[config.mk]
export PLATFORM = sky130hd
export DESIGN_NAME = serial_subtractor
export DESIGN_NICKNAME = d
export VERILOG_FILES = /design/src/rtl/serial_subtractor.sv
export SDC_FILE = /design/constraint.sdc
export NUM_CORES = 1
export LEC_CHECK = 0
export ABC_CLOCK_PERIOD_IN_PS = 2600
export BUFFER_PORTS_ARGS = -buffer_cell sky130_fd_sc_hd__buf_2
export CAP_MARGIN = 40
export CORE_MARGIN = 2
export CORE_UTILIZATION = 58
export CTS_CLUSTER_SIZE = 40
export DETAILED_ROUTE_END_ITERATION = 10
export PLACE_DENSITY = 0.88
export SLEW_MARGIN = 20
export SYNTH_ARGS = -nofsm -noshare
export SYNTH_HDL_FRONTEND = slang
export SYNTH_SLANG_ARGS = --single-unit
[constraint.sdc]
create_clock -name clk -period 2.6 [get_ports clk]
set_input_delay 0.39 -clock clk [delete_from_list [all_inputs] [get_ports clk]]
set_output_delay 0.39 -clock clk [all_outputs]
set_load 0.05 [all_outputs]
[src/rtl/serial_subtractor.sv]
// Bit-serial two's-complement subtractor: diff = a - b, one bit per clock, LSB first,
// using a single full-subtractor cell and a borrow flip-flop.
module serial_subtractor #(
  parameter int unsigned WIDTH = 8
) (
  input  logic             clk,
  input  logic             rst_n,
  input  logic             start,
  input  logic [WIDTH-1:0] a,
  input  logic [WIDTH-1:0] b,
  output logic             busy,
  output logic             done,
  output logic [WIDTH-1:0] diff,
  output logic             borrow_out,
  output logic             overflow
);

  localparam int unsigned CntW = (WIDTH > 1) ? $clog2(WIDTH) : 1;
  localparam logic [CntW-1:0] LastCnt = CntW'(WIDTH - 1);

  typedef enum logic [1:0] {StIdle, StRun, StDone} state_e;

  state_e           state_q, state_d;
  logic [WIDTH-1:0] sa_q, sa_d;
  logic [WIDTH-1:0] sb_q, sb_d;
  logic [WIDTH-1:0] res_q, res_d;
  logic             br_q, br_d;
  logic [CntW-1:0]  cnt_q, cnt_d;
  logic             a_msb_q, a_msb_d;
  logic             b_msb_q, b_msb_d;
  logic [WIDTH-1:0] diff_q, diff_d;
  logic             borrow_q, borrow_d;
  logic             ovf_q, ovf_d;

  logic             bit_d;
  logic             br_nxt;
  logic [WIDTH-1:0] res_nxt;

  // Full-subtractor cell on the current LSBs.
  always_comb begin
    bit_d   = sa_q[0] ^ sb_q[0] ^ br_q;
    br_nxt  = (~sa_q[0] & sb_q[0]) | (~(sa_q[0] ^ sb_q[0]) & br_q);
    res_nxt = {bit_d, res_q[WIDTH-1:1]};
  end

  always_comb begin
    state_d  = state_q;
    sa_d     = sa_q;
    sb_d     = sb_q;
    res_d    = res_q;
    br_d     = br_q;
    cnt_d    = cnt_q;
    a_msb_d  = a_msb_q;
    b_msb_d  = b_msb_q;
    diff_d   = diff_q;
    borrow_d = borrow_q;
    ovf_d    = ovf_q;

    unique case (state_q)
      StIdle, StDone: begin
        state_d = StIdle;
        if (start) begin
          state_d = StRun;
          sa_d    = a;
          sb_d    = b;
          res_d   = '0;
          br_d    = 1'b0;
          cnt_d   = '0;
          a_msb_d = a[WIDTH-1];
          b_msb_d = b[WIDTH-1];
        end
      end
      StRun: begin
        sa_d  = sa_q >> 1;
        sb_d  = sb_q >> 1;
        res_d = res_nxt;
        br_d  = br_nxt;
        cnt_d = cnt_q + CntW'(1);
        if (cnt_q == LastCnt) begin
          state_d  = StDone;
          cnt_d    = '0;
          diff_d   = res_nxt;
          borrow_d = br_nxt;
          // Signed overflow only possible when operand signs differ.
          ovf_d    = (a_msb_q != b_msb_q) && (bit_d != a_msb_q);
        end
      end
      default: state_d = StIdle;
    endcase
  end

  always_ff @(posedge clk or negedge rst_n) begin
    if (!rst_n) begin
      state_q  <= StIdle;
      sa_q     <= '0;
      sb_q     <= '0;
      res_q    <= '0;
      br_q     <= 1'b0;
      cnt_q    <= '0;
      a_msb_q  <= 1'b0;
      b_msb_q  <= 1'b0;
      diff_q   <= '0;
      borrow_q <= 1'b0;
      ovf_q    <= 1'b0;
    end else begin
      state_q  <= state_d;
      sa_q     <= sa_d;
      sb_q     <= sb_d;
      res_q    <= res_d;
      br_q     <= br_d;
      cnt_q    <= cnt_d;
      a_msb_q  <= a_msb_d;
      b_msb_q  <= b_msb_d;
      diff_q   <= diff_d;
      borrow_q <= borrow_d;
      ovf_q    <= ovf_d;
    end
  end

  assign busy       = (state_q == StRun);
  assign done       = (state_q == StDone);
  assign diff       = diff_q;
  assign borrow_out = borrow_q;
  assign overflow   = ovf_q;

endmodule
==> metrics.md <==
| Metric | Value |
|---|---|
| Status | `completed` |
| Mean area per synthesized cell | `11.0 um^2` |
| Levels on crit path | `3` |
| Synthesized flop and latch total | `41` |
| Worst Setup SP | `state_q[1]` |
| Period minus WS final | `between 1.5 and 2 ns` |
| CTS tree | `yes` |
| Synth-to-layout area growth | `15.5%` |
| Via/cell ratio | `5.62` |
| Initial antenna violation count | `0` |
| Via count | `around 1200` |
| N_diodes | `0` |
| CP Capture Type | `output port` |
| 1st-iter DRT viols | `25` |
| Post-synth top flop | `dfrtp_1` |
| Setup Skew | `0.0112 ns` |
| HPWL Detailed | `2130 um` |
| Max clock buf depth | `2` |
| Ys async rst share | `100%` |
| EDFF count, synth | `0` |
| Warnings, synthesis | `0` |
| Power Total | `approximately 2.8 mW` |
| Syn Inst Count | `about 160` |
| Placed cell areas | `1860 um^2` |
| Crit path kind | `flip-flop to output port` |
| Top cells by count, synth | `dfrtp_1, nand2_1, nor2_1, a31oi_1, a22o_1` |
| Combinational group share of total power | `43.2%` |
| Final setup vio count | `0` |
| Sw Share | `40.9%` |
| Maxcap violations | `0` |
| Fmax | `0.555 GHz` |
| Root Buffer | `clkbuf_4` |
| CP peak stage delay | `0.40 ns` |
| Register area share after synthesis | `59.5%` |
| Crit Path Max Fanout | `11` |
| Final wirelength | `3030 um` |
| Core Util, Final | `71.6%` |
| Final-report hold violation count | `0` |
| CP top delay family | `buffers and inverters` |
| Rel. slew slack | `58.9%` |
| Post-Syn Area | `1720 um^2` |
| Yosys cell types | `26` |
| # DRC | `0` |
| Register share of total power | `39.4%` |
| Global-route usage over all layers | `20.4%` |
| Hold Path Class | `input pin to flip-flop` |
| Leakage power total | `0.983 nW` |
| CTS sink cnt | `41` |
| Wire length per cell | `13.8 um` |
| Cell-internal power | `around 1.7 mW` |
| Final Max Tran Viols | `0` |
| Share of cells above drive strength 1 | `about a quarter` |
| Max IR drop VDD | `1.21 mV` |
| Slowest cell on the critical path | `dfrtp_1` |
| Period utilization | `69.2%` |
| Worst Hold Launch | `b[7]` |
| Synthesized net count | `179` |
| Num CTS Buffers | `5` |
| FF-to-FF path depth | `4` |
| Core Box Area | `2780 um^2` |
| Final ANT Viol Nets | `0` |
| Cells along the critical path | `nand2b_1, inv_2, buf_2` |
| Setup total negative slack | `0 ns` |
| Initial Util | `61.9%` |
| Most frequent cell after synthesis | `dfrtp_1` |
| FF-to-FF Start | `cnt_q[0]` |
| Die Wd | `58.5 um` |
| # fillers | `213` |
| DRT Pass-1 Iters | `4` |
| Tightest Pin Transition | `0.617 ns` |
| Nets@finish | `210` |
| Worst Path Buf+Inv | `2` |
| Worst Hold Depth | `3` |
| Post-layout instance area | `1990 um^2` |
| CP Launch Type | `flip-flop` |
| Clock power frac | `17.4%` |
| Top post-synthesis cells by area | `dfrtp_1, nand2_1, a22o_1, a31oi_1, mux2_2` |
| Data arrival, critical path | `around 1.4 ns` |
| Clk Latency, worst-skew pair | `0.35 ns` |
| H-tree depth | `2` |
| RSZ-0062 raised after global routing | `no` |
| Psw | `between 1 and 1.5 mW` |
| First-pass GRT wire length | `5170 um` |
| Die ar. | `3420 um^2` |
| Top cell type's share of synthesized area | `59.5%` |
| Critical Path RT | `2.21 ns` |
| # IOs | `31` |
| Reg clk slew, reported paths | `0.11 ns` |
| Grt ovf | `0` |
| # port buffers | `30` |
| Dominant cell type by area after synthesis | `dfrtp_1` |
| Vias in the first global route | `1204` |
| Cell row count | `19` |
| Pin count of the biggest net entering global routing | `42` |
| GP Congestion | `just over 0.7` |
| P per Cell Area | `approximately 1400 nW/um^2` |
| Die height | `58.5 um` |
==> sequential cells by signal (all words and copies together), names as in the netlist <==
signal / count
cnt_q: 3
sb_q: 8
a_msb_q: 1
overflow: 1
sa_q: 8
diff: 8
borrow_out: 1
b_msb_q: 1
state_q: 2
res_q: 7
br_q: 1
==> power groups by stage <==
| stage | clock network [mW] | logic [mW] | registers [mW] |
|---|---|---|---|
| 6_report | 0.495 | 1.23 | 1.12 |
| 3_5_place_dp | 0 | 1.24 | 1.13 |
| 3_3_place_gp | 0 | 1.18 | 1.11 |
| 4_1_cts | 0.508 | 1.24 | 1.12 |
| 5_1_grt | 0.538 | 1.35 | 1.16 |
| 2_1_floorplan | 0 | 0.748 | 1.37 |
==> worst min-delay path, delay by kind of cell <==
kind / cells / cell delay [ns]
buf+inv: 1 / 0.09
simple gates: 2 / 0.10
==> metrics by stage <==
stage	std cells	setup WS (ns)	hold slack (ns)
2_1_floorplan	157	1.10	0.0944
3_3_place_gp	210	1.01	0.460
3_5_place_dp	210	0.962	0.464
4_1_cts	218	0.780	0.160
5_1_grt	220	0.723	0.254
6_report	220	0.800	0.265
==> path summary, 6_finish.rpt <==
check | end | slack [ns]
max | busy | 0.80
min | b_msb_q | 0.27
max reg2reg | diff[3] | 0.98
min reg2reg | overflow | 0.49
max in group asynchronous | b_msb_q | 1.76
min in group asynchronous | diff[1] | 0.43
==> per-layer routing <==
layer | up-vias | wire, um | part of all wire [%] | GRT usage (%)
li1 | 595 | - | - | -
met1 | 597 | 1270 | 42 | 23.6
met2 | 37 | 1520 | 50 | 35.3
met3 | 7 | 184 | 6.1 | 6.81
met4 | 0 | 61 | 2.0 | 7.31
met5 | - | 0 | 0 | 0
==> what timing repair did <==
item,in CTS,in global routing
buffers inserted,0,0
hold endpoints to repair,0,6
gates resized for setup,0,0
hold buffers,0,1
==> kinds of logic after synthesis <==
| family | synth area share (%) |
|---|---|
| and+or+nand+nor | 14.7 |
| DFF | 59.5 |
| muxes | 5.23 |
| buffers and inverters | 5.08 |
| AOI/OAI and AO/OA | 12.9 |
| adders and majority gates | 2.61 |
==> cell type report <==
| type | count | area [um^2] | share of cell area [%] |
|---|---|---|---|
| repair buffers | 34 | 195 | 9.81 |
| clock buffers | 5 | 37.5 | 1.89 |
| multi-input cells | 101 | 609 | 30.6 |
| flip-flops and latches | 41 | 1030 | 51.5 |
| inverters | 5 | 18.8 | 0.943 |
| clock inverters | 3 | 65.1 | 3.27 |
| well taps | 31 | 38.8 | 1.95 |
==> cells in the final DEF (no fill, tap or decap), drive strengths merged, types with 2 or more instances in the layout <==
cell and instances:
mux2 8, nand2b 2, ha 2, inv 5, o21ai 3, nand2 36, buf 33, bufinv 2
clkbuf 5, nor2b 2, a31oi 14, a22o 10, dfrtp 41, nor2 16
Power figures use the tool's default switching activity.
